$ cat src/rtl/dvs_event_reader.sv
// dvs_event_reader: walks every line of a processed difference frame in the BRAM line buffer
// and turns each changed pixel into an (x, y, polarity) event on a valid/ready stream.
module dvs_event_reader #(
    parameter int LINE_WORDS = 64,
    parameter int NUM_LINES  = 128,
    parameter int ADDR_W     = 17
) (
    input  logic              pclk,
    input  logic              reset,
    input  logic              enable,
    input  logic              frame_start,
    output logic              line_req,
    output logic [6:0]        req_line,
    input  logic              line_ready,
    output logic [ADDR_W-1:0] bram_addr,
    output logic              bram_clk,
    output logic              bram_en,
    output logic              bram_rst,
    output logic [3:0]        bram_we,
    input  logic [31:0]       bram_rddata,
    output logic              ev_valid,
    input  logic              ev_ready,
    output logic [6:0]        ev_x,
    output logic [6:0]        ev_y,
    output logic              ev_pol,
    output logic              frame_done,
    output logic [14:0]       frame_events,
    output logic              bad_code,
    output logic              busy
);
    typedef enum logic [3:0] {IDLE, REQ, WAIT_LINE, RD_ADDR, RD_WAIT, EMIT0, EMIT1, NEXT, DONE} state_t;

    state_t              state_q, state_d;
    logic [6:0]          y_q, y_d, req_line_q, req_line_d;
    logic [5:0]          w_q, w_d;
    logic [14:0]         cnt_q, cnt_d, events_q, events_d;
    logic [31:0]         word_q, word_d;
    logic                bad_q, bad_d;
    logic [ADDR_W-1:0]   addr_q, addr_d;
    logic                start, emit1;
    logic [1:0]          code;

    assign start        = frame_start && enable;
    assign emit1        = state_q == EMIT1;
    assign code         = emit1 ? word_q[7:6] : word_q[23:22];
    assign ev_valid     = (state_q == EMIT0 || emit1) && (code == 2'b01 || code == 2'b10);
    assign ev_x         = {w_q, emit1};
    assign ev_y         = y_q;
    assign ev_pol       = code == 2'b01;
    assign line_req     = state_q == REQ;
    assign frame_done   = state_q == DONE;
    assign busy         = state_q != IDLE;
    assign req_line     = req_line_q;
    assign bram_addr    = addr_q;
    assign frame_events = events_q;
    assign bad_code     = bad_q;
    assign bram_clk     = pclk;
    assign bram_en      = reset;
    assign bram_rst     = !reset;
    assign bram_we      = 4'b0000;

    always_ff @(posedge pclk or negedge reset) begin
        if (!reset) begin
            state_q    <= IDLE;
            y_q        <= '0;
            w_q        <= '0;
            cnt_q      <= '0;
            events_q   <= '0;
            word_q     <= '0;
            bad_q      <= 1'b0;
            req_line_q <= '0;
            addr_q     <= '0;
        end else begin
            state_q    <= state_d;
            y_q        <= y_d;
            w_q        <= w_d;
            cnt_q      <= cnt_d;
            events_q   <= events_d;
            word_q     <= word_d;
            bad_q      <= bad_d;
            req_line_q <= req_line_d;
            addr_q     <= addr_d;
        end
    end

    always_comb begin
        state_d  = state_q;
        y_d      = y_q;
        w_d      = w_q;
        cnt_d    = cnt_q;
        events_d = events_q;
        word_d   = word_q;
        bad_d    = bad_q;
        // An accepted frame_start restarts from line 0 in every state, aborting any frame in flight.
        if (start) begin
            state_d = REQ;
            y_d     = '0;
            cnt_d   = '0;
            bad_d   = 1'b0;
        end else begin
            case (state_q)
                REQ:       state_d = WAIT_LINE;
                WAIT_LINE: if (line_ready) begin
                    w_d     = '0;
                    state_d = RD_ADDR;
                end
                RD_ADDR:   state_d = RD_WAIT;
                RD_WAIT: begin
                    word_d  = bram_rddata;
                    state_d = EMIT0;
                end
                EMIT0, EMIT1: begin
                    bad_d = bad_q || code == 2'b11;
                    cnt_d = cnt_q + 15'(ev_valid && ev_ready);
                    if (!ev_valid || ev_ready) state_d = emit1 ? NEXT : EMIT1;
                end
                NEXT: begin
                    if (w_q != 6'(LINE_WORDS - 1)) begin
                        w_d     = w_q + 6'd1;
                        state_d = RD_ADDR;
                    end else if (y_q != 7'(NUM_LINES - 1)) begin
                        y_d     = y_q + 7'd1;
                        state_d = REQ;
                    end else begin
                        state_d = DONE;
                    end
                end
                DONE: begin
                    events_d = cnt_q;
                    state_d  = IDLE;
                end
                default: ;
            endcase
        end
        // Line and address registers load only on entry so they stay put while the state waits.
        req_line_d = state_d == REQ ? y_d : req_line_q;
        addr_d     = state_d == RD_ADDR ? ADDR_W'(w_d) : addr_q;
    end
endmodule

$ cat config.mk
export PLATFORM = sky130hd
export DESIGN_NAME = dvs_event_reader
export DESIGN_NICKNAME = d
export VERILOG_FILES = /design/src/rtl/dvs_event_reader.sv
export SDC_FILE = /design/constraint.sdc
export NUM_CORES = 1
export LEC_CHECK = 0
export ABC_AREA = 1
export CAP_MARGIN = 40
export CORE_AREA = 2 2 89 91
export CTS_CLUSTER_DIAMETER = 120
export DETAILED_ROUTE_END_ITERATION = 16
export DIE_AREA = 0 0 91 93
export PLACE_DENSITY = 0.79
export SLEW_MARGIN = 20
export SYNTH_ARGS = -nofsm -noshare
export SYNTH_HDL_FRONTEND = slang
export SYNTH_SLANG_ARGS = --single-unit
export TNS_END_PERCENT = 100
$ cat constraint.sdc
create_clock -name pclk -period 3.5 [get_ports pclk]
set_input_delay 1.05 -clock pclk [delete_from_list [all_inputs] [get_ports pclk]]
set_output_delay 1.05 -clock pclk [all_outputs]
set_load 0.05 [all_outputs]
==> results.toml <==
[status]
status = "finished, final reports clean"

[die]
initial_core_util_pct = 46.2
die_y_um = 93
fp.dieArea_mm2 = 0.00846
fp-row-count = 32
die_w_um = 91
io_pins = 104
core_mm2 = 0.00753

[finish]
final_cells = 608
area_delta_synth_final_pct = 27.0
fin_area_mm2 = 0.00441
multiInputGateArea_mm2 = 0.00154
regArea_mm2 = 0.00163
nets = 545
drive_above_1_share_pct = 13.4
insertedDiodeCount = 0
final.fill_count = 713

[placed_design]
place.gp.congestion = 0.814
place_ws_ns = 0.0279
dp_hpwl_mm = 5.48
dp.cells = 588
port_buffers = 60
dpl_cell_area_mm2 = 0.00415

[pwr]
leakage_uw = 0.00215
total_power_uw = 3110
peakVddDrop_mv = 0.359
powerDensity_mw_per_mm2 = 705

[route]
wl_mm = 7.63
routed_via_density = 4.90
avgRoutedWirePerCell_um = 12.6
drc_errors = 0
vias = 2979
ant_nets = 0
firstDrtPassIters = 4
drt_iter0_drc = 116

[logic_synthesis]
synth_fa_ha_area_share_pct = 2.16
yosys_warnings = 0
synth_top_family_by_area = "simple AND/OR/NAND/NOR gates"
yosysTopAreaCell = "dfrtp_1"
synth-edff-count = 0
synth_flop_cell = "dfrtp_1"
async_flop_share_pct = 100
synth_area_leaders = "dfrtp_1 47%, nand2_1 11%, inv_1 5.5%"
seq_area_frac_synth_pct = 46.8
yosys_register_bits = 65
yosysUniqueCellTypes = 34
yosysMostFrequentCell = "nand2_1"
synthTopCellsByCount = "106 x nand2_1, 65 x dfrtp_1, 51 x inv_1"
synth_compound_area_share_pct = 8.25
syn_avg_cell_area_um2 = 8.12
synth.area.mux_share_pct = 1.62
synthSimpleGateAreaFrac_pct = 30.1
syn_area_mm2 = 0.00347
synthCells = 428
synth-xor-area-share_pct = 0.504
synth_top_area_share_pct = 46.8

[global_routing]
gr-usage-all-layers_pct = 19.2
grt_overflow = 0
use_met1_pct = 22.1
grt_use_met2_pct = 33.6
antenna_found_initial = 0
first_global_vias = 2970
grt_pass1_wl_mm = 12.9
use_met3_pct = 3.22
top_usage_layer = "met2"
grt_max_degree = 66

[worst_setup_path]
cp-end-kind = "output port"
start_kind = "clock port"
crit_type = "clock port to output port"
cp.required_ns = 2.45
critPathArrivalTime_ns = 2.38
cp_max_fo = 2

[timing]
final_hold_viol_count = 0
maxSlewViolCount = 0
finClkSkew_ns = 0.00694
tightest_slew_ns = 0.513
setup_viol = 0
rsz0062_at_grt = "no"
slew-limit-headroom_pct = 65.7
setup_slack_ns = 0.0669
finalSetupTns_ns = 0

[clock_network]
cts_hold_repair.buffers = 0
post_cts_resized = 2
cts_setup_buffers = 0
clkSlewWorstSetupHoldPaths_ns = 0.06
cts_tree = "yes"
clk_latency_ns = 0.45

[min_path]
min_path_type = "flip-flop to flip-flop"

[flow_run]
max_cap_violations = 0
-- report_power, final --
| part | total, uW | internal (uW) | switching (uW) |
|---|---|---|---|
| sequential | 983 | 882 | 101 |
| combinational | 1350 | 397 | 951 |
| clock | 780 | 429 | 351 |
| total | 3110 | 1710 | 1400 |
-- worst paths after layout --
kind                                           from                        to  slack [ns]  depth (start not counted)
max                                            pclk                  bram_clk        0.07                          3
min                        bram_addr[1]$_DFFE_PN0N_  bram_addr[1]$_DFFE_PN0N_        0.47                          2
max reg2reg                    state_q[1]$_DFF_PN0_     cnt_q[14]$_DFFE_PN0P_        0.43                         17
min reg2reg                bram_addr[1]$_DFFE_PN0N_  bram_addr[1]$_DFFE_PN0N_        0.47                          2
max in group asynchronous                     reset     word_q[7]$_DFFE_PN0P_        2.41                          3
min in group asynchronous                     reset      cnt_q[9]$_DFFE_PN0P_        0.58                          2
-- layout make-up --
type / instances / area share, %
tap: 102 / 2.89
clock inverter: 5 / 1.25
sequential: 65 / 36.9
multi-input combinational: 298 / 34.8
inverter: 57 / 4.85
timing repair buffer: 66 / 15.0
clock buffer: 15 / 4.34
-- layout by cell type (no fill, tap or decap), types with 5 or more instances in the layout --
cell type | Yosys | routed
conb_1 | 1 | 15
buf_4 | 18 | 8
clkdlybuf4s50_1 | 0 | 54
nor2_4 | 5 | 5
clkbuf_8 | 0 | 13
nand3_1 | 24 | 24
mux2_2 | 5 | 5
nor2_1 | 34 | 34
ha_1 | 6 | 6
nand2_2 | 7 | 7
nand2_1 | 106 | 106
nand4_1 | 15 | 15
nor3_1 | 5 | 5
dfrtp_1 | 65 | 65
inv_2 | 5 | 5
inv_1 | 51 | 51
nor2_2 | 9 | 9
a21oi_1 | 12 | 12
o21ai_0 | 34 | 34
-- logic make-up (layout without fill, tap and decap cells) --
group           after synthesis  in the layout
buf+inv                      79            143
compound gates               54             54
mux                           5              5
fa+ha+maj                     6              6
xor+xnor                      2              2
other cells                   1             15
simple gates                216            216
flops                        65             65
-- per-stage QoR --
| stage | hold WS (ns) | util (%) |
|---|---|---|
| after floorplan | 0.476 | - |
| after global placement | 0.461 | 55.1 |
| after detailed placement | 0.462 | 55.1 |
| after CTS | 0.479 | 58.3 |
| after global routing | 0.499 | 58.6 |
| final | 0.474 | 58.6 |
-- metal layers --
metal,vias to the layer above,part of all wire (%)
met3,15,3.9
met5,-,0
met4,0,2.8
met1,1396,43
li1,1491,-
met2,77,50
-- state kept, by name, summed over array words and instances (netlist names) --
register / count
word_q: 4
cnt_q: 15
w_q: 6
bram_addr: 6
req_line: 7
state_q: 4
bad_code: 1
frame_events: 15
ev_y: 7
-- critical path, cell delays in order --
cell and delay [ns]:
clkbuf_8 0.11, clkbuf_8 0.11, dlygate4sd2_1 0.41
Note: power is estimated with default switching activity, not from simulation.
